$ cat src/rtl/pagerank_noc_arbiter.sv
// -----------------------------------------------------------------------------
// pagerank_noc_arbiter
//
// Shares the single page-value query path between the PageRank ant blocks.
// One requesting ant is granted at a time, round-robin from ptr. Its page id
// is presented to the owning ant, the owner's combinational reply is
// captured, and {value, page_id} is returned to the requester.
//
// Ports
//   clk          rising-edge clock
//   reset        synchronous, active-high
//   req_valid    per-ant request strobe
//   req_page     flattened page ids, ant i at [i*PW +: PW]
//   query        page id driven to the owning ant (QUERY and REPLY)
//   query_valid  one-hot owner select, zero when idle or out of range
//   reply_in     flattened owner replies, ant i at [i*WIDTH +: WIDTH]
//   response     registered {value, page_id}
//   resp_valid   one-hot, one-cycle strobe to the granted ant
//   busy         high whenever the FSM is not in IDLE
//   err          sticky out-of-range page flag
//   xfer_count   completed transactions, wraps at 16 bits
//   dbg_state    current FSM state (0 IDLE, 1 QUERY, 2 REPLY, 3 RESP)
//
// Handshake: an ant raises req_valid[i] with req_page held stable and keeps
// it high until it sees resp_valid[i]; it must drop the request no later than
// the cycle after resp_valid[i]. That one trailing cycle is masked so the
// stale request is not granted again; a request still high after it is a new
// request. req_valid/req_page are only looked at in IDLE.
// -----------------------------------------------------------------------------
module pagerank_noc_arbiter #(
    parameter int ANTS  = 4,
    parameter int N     = 16,
    parameter int WIDTH = 16,
    parameter int PW    = 6
) (
    input  logic                  clk,
    input  logic                  reset,
    input  logic [ANTS-1:0]       req_valid,
    input  logic [ANTS*PW-1:0]    req_page,
    output logic [PW-1:0]         query,
    output logic [ANTS-1:0]       query_valid,
    input  logic [ANTS*WIDTH-1:0] reply_in,
    output logic [WIDTH+PW-1:0]   response,
    output logic [ANTS-1:0]       resp_valid,
    output logic                  busy,
    output logic                  err,
    output logic [15:0]           xfer_count,
    output logic [1:0]            dbg_state
);

    localparam int AW = (ANTS > 1) ? $clog2(ANTS) : 1;
    localparam int NB = $clog2(N);
    // One bit wider than a page id so ANTS*N == 2^PW is representable.
    localparam logic [PW:0] PAGE_LIMIT = (PW+1)'(ANTS * N);

    typedef enum logic [1:0] {
        S_IDLE  = 2'd0,
        S_QUERY = 2'd1,
        S_REPLY = 2'd2,
        S_RESP  = 2'd3
    } state_t;

    state_t                 state_q, state_d;
    logic [AW-1:0]          grant_q, grant_d;
    logic [PW-1:0]          page_q, page_d;
    logic [AW-1:0]          owner_q, owner_d;
    logic [AW-1:0]          ptr_q, ptr_d;
    logic [AW-1:0]          last_grant_q, last_grant_d;
    logic                   hold_mask_q, hold_mask_d;
    logic                   err_q, err_d;
    logic [WIDTH+PW-1:0]    response_q, response_d;
    logic [15:0]            xfer_q, xfer_d;

    logic [ANTS-1:0]        masked_req;
    logic                   found;
    logic [AW-1:0]          pick;
    logic [AW-1:0]          cand;
    logic [PW-1:0]          sel_page;
    logic                   out_of_range;

    assign out_of_range = ({1'b0, page_q} >= PAGE_LIMIT);

    // Round-robin search starting at ptr; AW-bit addition wraps modulo ANTS
    // because ANTS is a power of two.
    always_comb begin
        masked_req = req_valid;
        if (hold_mask_q) begin
            masked_req[last_grant_q] = 1'b0;
        end
        found = 1'b0;
        pick  = '0;
        cand  = '0;
        for (int i = 0; i < ANTS; i++) begin
            cand = ptr_q + AW'(i);
            if (!found && masked_req[cand]) begin
                found = 1'b1;
                pick  = cand;
            end
        end
        sel_page = req_page[pick*PW +: PW];
    end

    always_comb begin
        state_d      = state_q;
        grant_d      = grant_q;
        page_d       = page_q;
        owner_d      = owner_q;
        ptr_d        = ptr_q;
        last_grant_d = last_grant_q;
        hold_mask_d  = hold_mask_q;
        err_d        = err_q;
        response_d   = response_q;
        xfer_d       = xfer_q;

        case (state_q)
            S_IDLE: begin
                // The stale-request mask only ever covers one IDLE cycle.
                hold_mask_d = 1'b0;
                if (found) begin
                    grant_d = pick;
                    page_d  = sel_page;
                    owner_d = sel_page[NB +: AW];
                    state_d = S_QUERY;
                end
            end
            S_QUERY: begin
                if (out_of_range) begin
                    err_d = 1'b1;
                end
                state_d = S_REPLY;
            end
            S_REPLY: begin
                // Capture straight into the response register so it holds
                // after RESP without a separate data register.
                response_d = {(out_of_range ? WIDTH'(0)
                                            : reply_in[owner_q*WIDTH +: WIDTH]),
                              page_q};
                state_d    = S_RESP;
            end
            S_RESP: begin
                ptr_d        = grant_q + AW'(1);
                last_grant_d = grant_q;
                hold_mask_d  = 1'b1;
                xfer_d       = xfer_q + 16'd1;
                state_d      = S_IDLE;
            end
            default: state_d = S_IDLE;
        endcase
    end

    always_ff @(posedge clk) begin
        if (reset) begin
            state_q      <= S_IDLE;
            grant_q      <= '0;
            page_q       <= '0;
            owner_q      <= '0;
            ptr_q        <= '0;
            last_grant_q <= '0;
            hold_mask_q  <= 1'b0;
            err_q        <= 1'b0;
            response_q   <= '0;
            xfer_q       <= '0;
        end else begin
            state_q      <= state_d;
            grant_q      <= grant_d;
            page_q       <= page_d;
            owner_q      <= owner_d;
            ptr_q        <= ptr_d;
            last_grant_q <= last_grant_d;
            hold_mask_q  <= hold_mask_d;
            err_q        <= err_d;
            response_q   <= response_d;
            xfer_q       <= xfer_d;
        end
    end

    // Outputs decode from registered state and latched fields only.
    always_comb begin
        query       = '0;
        query_valid = '0;
        resp_valid  = '0;
        if (state_q == S_QUERY || state_q == S_REPLY) begin
            query = page_q;
            if (!out_of_range) begin
                query_valid = ANTS'(1) << owner_q;
            end
        end
        if (state_q == S_RESP) begin
            resp_valid = ANTS'(1) << grant_q;
        end
    end

    assign busy       = (state_q != S_IDLE);
    assign err        = err_q;
    assign response   = response_q;
    assign xfer_count = xfer_q;
    assign dbg_state  = state_q;

endmodule

$ cat config.mk
export PLATFORM = sky130hd
export DESIGN_NAME = pagerank_noc_arbiter
export DESIGN_NICKNAME = d
export VERILOG_FILES = /design/src/rtl/pagerank_noc_arbiter.sv
export SDC_FILE = /design/constraint.sdc
export NUM_CORES = 1
export LEC_CHECK = 0
export BUFFER_PORTS_ARGS = -buffer_cell sky130_fd_sc_hd__buf_2
export CORE_UTILIZATION = 23
export DETAILED_ROUTE_END_ITERATION = 16
export PLACE_DENSITY = 0.54
export REMOVE_ABC_BUFFERS = 1
export SLEW_MARGIN = 20
export SYNTH_ARGS = -nofsm -noshare
export SYNTH_HDL_FRONTEND = slang
export SYNTH_SLANG_ARGS = --single-unit
$ cat constraint.sdc
create_clock -name clk -period 3.7 [get_ports clk]
set_clock_uncertainty 0.1 [all_clocks]
set_input_delay 0.74 -clock clk [delete_from_list [all_inputs] [get_ports clk]]
set_output_delay 0.74 -clock clk [all_outputs]
set_load 0.03 [all_outputs]
==> reports/metrics.csv, run 1 <==
metric,value,unit
initial_core_util,0.240,
clock.fmax,0.353,GHz
worstPathMaxFanout,16,
cts-root-buf,clkbuf_16,
synth_top_family_by_area,multiplexers,
grt_pass1_wl,13700,µm
post-route-period-util,0.765,
final_max_slew_viol_count,0,
global_route.overflow_total,0,
antenna_found_initial,0,
relSlewSlack,0.581,
yosys_warnings,0,
startpoint_type,flip-flop,
synth_adder_area_share,0.0365,
cts.reportedPaths.clkPinSlew,70,ps
clockBufferDepth,2,
n_antenna_cell,0,
post_drt_via_cell_ratio,4.45,
std_cell_rows,41,
synth_compound_area_frac,0.0876,
yosysTopAreaCell,dfxtp_1,
port-buffer-count,148,
yosys_register_bits,53,
first_global_vias,2748,
irDropWorstVdd,0.227,mV
final_cell_mix,"148 x buf_2, 59 x nor2_1, 53 x dfxtp_1, 35 x mux2i_1",
die_w,118,µm
status,finished clean,
fin_nets,560,
crit_path_cell_trace,"xnor2_1, o221a_2, nand2_1, mux4_2, nand2_1, mux2_1, o211a_1",
synth-edff-count,0,
max_stage_delay,720,ps
critPathRequiredTime,3790,ps
synth-xor-area-share,0.0422,
critPathTopFamily,multiplexers,
drtIter0Drc,99,
ctsHoldBuffers,0,
ys_types,44,
multi_input_area,1860,µm²
grt.total_usage,0.123,
yosys.area_share.simple,0.171,
seqCellArea,1060,µm²
synth_flop_cell,dfxtp_1,
place_congestion,0.763,
hold_class,reg -> reg,
critPathCaptureType,flip-flop,
ys_seq_area_frac,0.344,
die_h,118,µm
syn_to_final_growth,32.5,%
core_area,12800,µm²
cts_resized,0,
holdWs,383,ps
io_pins,150,
tns,0,ps
max_slew.worst_pin.slew,628,ps
place_hpwl,6540,µm
htreeDepth,2,
worst-path-buf-inv,0,
layout_commonest_cell,buf_2,
synth_area_leaders,"dfxtp_1 34%, mux4_2 12%, mux2i_1 11%",
hold_viol,0,
synth_top_area_frac,0.344,
rsz0062_at_grt,no,
crit_top_cell,nand2_1,
wl,8320,µm
dr.pass1.iters,4,
dieArea,13900,µm²
cp_data_arrival_time,2920,ps
cts-buffers-inserted,5,
antenna_left,0,
leakage,1.86,nW
post_cts_buffers,0,
setup_viol,0,
slowest_stage,dfxtp_1,
async_flop_share,0,
tritoncts,yes,
fin_cells,629,
muxShareOfSynthArea,0.263,
crit_type,reg -> reg,
place_inst,622,
grt_max_degree,33,
post_drt_wl_per_cell,13.2,µm
power_density,630,nW/µm²
clkSinkCount,53,
avgSynthCellArea,9.61,µm²
max-cap-violations,0,
route.detailed.drc,0,
vias,2797,
insertion_delay,290,ps
layout-drive-gt1-share,0.403,
syn_area,3080,µm²
fillers,1353,
fin_crit,2830,ps
synthCells,321,
==> synthesized netlist by cell type (2+ instances only) <==
cell,n
xnor2_1,3
nand2_1,17
nor2_1,59
nand4_1,5
mux2_2,2
o211a_1,5
and3_1,3
and2_1,10
nand3_1,7
buf_1,5
o21ai_0,5
buf_6,3
nor2b_1,2
dfxtp_1,53
xor2_1,10
mux2i_1,35
buf_2,2
inv_1,11
or3_1,3
o221a_2,2
nand2b_1,4
a21oi_1,13
clkbuf_1,11
ha_1,9
a211o_1,2
o31ai_1,2
mux2_1,5
mux4_2,17
==> kinds of logic (layout without fill, tap and decap cells) <==
| family | Yosys count | after routing |
|---|---|---|
| other | 1 | 1 |
| AOI/OAI and AO/OA | 37 | 37 |
| muxes | 59 | 59 |
| and+or+nand+nor | 114 | 114 |
| buffers and inverters | 34 | 170 |
| adders and majority gates | 9 | 9 |
| DFF | 53 | 53 |
| xor gates and xnor gates | 14 | 14 |
==> final cells by class <==
| cell class | instances | area share |
|---|---|---|
| multi-input combinational | 234 | 0.454 |
| sequential | 53 | 0.260 |
| timing repair buffer | 152 | 0.189 |
| tap | 172 | 0.0527 |
| clock buffer | 7 | 0.0349 |
| inverter | 11 | 0.0101 |
==> stage by stage <==
step	setup WS, ps	total power, mW	instance area (µm²)	util
2_1_floorplan	1150	1.75	2960	-
3_3_place_gp	889	2.12	3940	0.308
3_5_place_dp	823	2.14	3940	0.308
4_1_cts	840	2.63	4090	0.319
5_1_grt	694	2.77	4090	0.319
6_report	868	2.57	4090	0.319
==> final timing paths <==
| kind | start | endpoint | slack [ps] | cells past startpoint |
|---|---|---|---|---|
| max reg2reg | ptr_q[0] | page_q[3] | 870 | 7 |
| max | ptr_q[0] | page_q[3] | 870 | 7 |
| min reg2reg | xfer_count[15] | xfer_count[15] | 380 | 2 |
| min | xfer_count[15] | xfer_count[15] | 380 | 2 |
==> per-layer routing <==
layer	vias to the layer above	wire [µm]	GRT usage
met5	-	0	0
met3	8	565	0.0344
met1	1304	3550	0.140
li1	1387	-	-
met4	0	144	0.0433
met2	98	4060	0.217
==> tightest hold or removal path: stages (launching register included) <==
cell and delay [ps]:
dfxtp_1 310, o21ai_0 70, a21oi_1 60
==> where the power goes <==
group | internal (mW) | switching [mW]
combinational | 0.554 | 0.792
sequential | 0.680 | 0.0838
clock | 0.266 | 0.199
total | 1.50 | 1.07
==> flip-flops by register name, summed over array words and instances, names as in the netlist <==
signal	cells
response	22
xfer_count	16
page_q	6
dbg_state	2
grant_q	2
last_grant_q	2
ptr_q	2
hold_mask_q	1
Power figures use the tool's default switching activity.
==> run 2, diff against run 1 <==
ABC_AREA = 1   (was unset)
PLACE_DENSITY = 0.53   (was 0.54)
clock period = 2.8 ns   (was 3.7 ns; I/O delays follow)
==> reports/metrics.csv, run 2 <==
metric,value,unit,change
status,finished clean,,
io_pins,150,,unchanged
largest_register_ffs,22,,unchanged
die_h,123,µm,+4.8%
rsz0062_at_grt,no,,
fin_crit,2460,ps,
grt.total_usage,0.132,,+0.00907
yosys-top-cells-count,"100 x nor2_1, 83 x inv_1, 64 x o21ai_0, 55 x nand2_1, 53 x dfxtp_1",,
syn_area,3390,µm²,+9.9%
crit_type,reg -> out,,
power_switching,2.05,mW,+91%
worstRegToRegCells,11,,+4
antenna_found_initial,0,,unchanged
clkSinkCount,53,,unchanged
route.detailed.drc,0,,unchanged
async_flop_share,0,,unchanged
crit_path_cell_trace,"inv_1, ha_1, inv_1, nor3_1, buf_2",,
hold_viol,0,,unchanged
relSlewSlack,0.559,,-0.0222
worstSetupEndpoint,query_valid[0],,
ys_types,35,,-20%
initial_core_util,0.234,,-0.00630
power_density,930,nW/µm²,+48%
dieArea,15200,µm²,+9.8%
slowest_stage,ha_1,,
wl,9840,µm,+18%
std_cell_rows,44,,+7.3%
power.share.combinational,0.578,,+0.055
post_drt_wl_per_cell,11.6,µm,-12%
fin_nets,764,,+36%
total_power,4.08,mW,+58%
cts_resized,0,,unchanged
cts.reportedPaths.clkPinSlew,70,ps,about the same
max_stage_delay,460,ps,-260 ps
max-cap-violations,0,,unchanged
syn_to_final_growth,29.4,%,
drtIter0Drc,134,,+35%
cts-root-buf,clkbuf_16,,
irDropWorstVdd,0.309,mV,+36%
synth_area_leaders,"dfxtp_1 31%, nor2_1 11%, o21ai_0 9.4%",,
cp_data_arrival_time,1800,ps,-1120 ps
startpoint_type,flip-flop,,
post_cts_buffers,0,,unchanged
synthCells,529,,+65%
critPathCaptureType,primary output,,
ys_seq_area_frac,0.313,,-0.0311
vias,3652,,+31%
final_max_slew_viol_count,0,,unchanged
first_global_vias,3267,,+19%
clock.fmax,0.407,GHz,
port-buffer-count,148,,unchanged
die_w,123,µm,+4.8%
layout_commonest_cell,buf_2,,
place_congestion,0.737,,-3.3%
htreeDepth,2,,unchanged
synth-edff-count,0,,unchanged
yosys_warnings,0,,unchanged
global_route.overflow_total,0,,unchanged
core_area,14500,µm²,+13%
yosys_register_bits,53,,unchanged
post_drt_via_cell_ratio,4.32,,-2.8%
grt_max_degree,36,,+9.1%
hold_class,reg -> reg,,
r2r_slack,550,ps,-320 ps
n_antenna_cell,0,,unchanged
ctsHoldBuffers,0,,unchanged
synth_flop_cell,dfxtp_1,,
antenna_left,0,,unchanged
p_sw_frac,0.502,,+0.0850
max_slew.worst_pin.slew,661,ps,+33.4 ps
pwr-share-clk,0.153,,-0.028
setup_viol,0,,unchanged
hp-start,xfer_count[7],,
crit_top_cell,inv_1,,
place_hpwl,7530,µm,+15%
tritoncts,yes,,
finish.utilization,0.303,,-0.0157
r2r_end,page_q[1],,
tns,0,ps,unchanged
cp-startpoint,dbg_state[1],,
critPathRequiredTime,2140,ps,-1650 ps
worstPathMaxFanout,8,,-8
grt_pass1_wl,15600,µm,+14%
clockBufferDepth,2,,unchanged
internal-power,2.03,mW,+35%
final_cell_mix,"148 x buf_2, 100 x nor2_1, 83 x inv_1, 64 x o21ai_0, 55 x nand2_1",,
avgSynthCellArea,6.41,µm²,-33%
layout-drive-gt1-share,0.286,,-0.117
cts-buffers-inserted,5,,unchanged
insertion_delay,290,ps,about the same
synth_top_area_frac,0.313,,-0.0311
fillers,1647,,+22%
post-route-period-util,0.877,,
yosysTopAreaCell,dfxtp_1,,
pwr-share-seq,0.270,,-0.027
dr.pass1.iters,5,,+1
r2r_start,ptr_q[0],,
yosysMostFrequentCell,nor2_1,,
leakage,2.36,nW,+27%
run 2: worst min-delay path by stage:
stage                            endpoint  slack [ps]  depth (start not counted)
after floorplan           last_grant_q[0]         360                          2
after global placement      xfer_count[7]         350                          2
after detailed placement    xfer_count[2]         380                          2
after CTS                   xfer_count[2]         390                          2
after global routing        xfer_count[7]         410                          2
final                       xfer_count[7]         380                          2
run 2: routing by layer:
layer / part of all wire / GRT usage / vias to the layer above
met5: 0 / 0 / -
met4: 0.0079 / 0.0294 / 0
met3: 0.070 / 0.0378 / 8
met2: 0.46 / 0.216 / 119
met1: 0.46 / 0.170 / 1577
li1: - / - / 1948
run 2: kinds of logic after synthesis:
kind of cell / share of synthesized area
AOI/OAI and AO/OA: 0.166
xor gates and xnor gates: 0.00738
adders and majority gates: 0.0332
buffers and inverters: 0.147
DFF: 0.313
other: 0.00111
and+or+nand+nor: 0.332
run 2: critical path, delay by kind of cell, from the launching register on:
kind	cells	cell delay, ps
simple gates	1	200
buf+inv	3	460
fa+ha+maj	1	460
flops	1	370
run 2: layout make-up:
type / count / area [µm²] / share of cell area
clock buffer: 7 / 143 / 0.0325
inverter: 89 / 337 / 0.0767
multi-input combinational: 358 / 1830 / 0.417
sequential: 53 / 1060 / 0.242
tap: 184 / 230 / 0.0525
timing repair buffer: 154 / 786 / 0.179
run 2: per-stage QoR:
| stage | instances | cell area, µm² | worst slack [ps] | hold WS (ps) |
|---|---|---|---|---|
| 6_report | 845 | 4390 | 343 | 375 |
| 5_1_grt | 845 | 4390 | 208 | 411 |
| 4_1_cts | 845 | 4390 | 293 | 388 |
| 3_5_place_dp | 838 | 4240 | 555 | 376 |
| 3_3_place_gp | 838 | 4240 | 608 | 355 |
| 2_1_floorplan | 500 | 3230 | 310 | 361 |
run 2: power groups by stage:
stage / clock network, mW / logic (mW) / registers (mW)
after floorplan: 0 / 1.43 / 1.35
after global placement: 0 / 2.39 / 1.11
after detailed placement: 0 / 2.39 / 1.12
after CTS: 0.656 / 2.39 / 1.10
after global routing: 0.688 / 2.68 / 1.14
final: 0.622 / 2.36 / 1.10
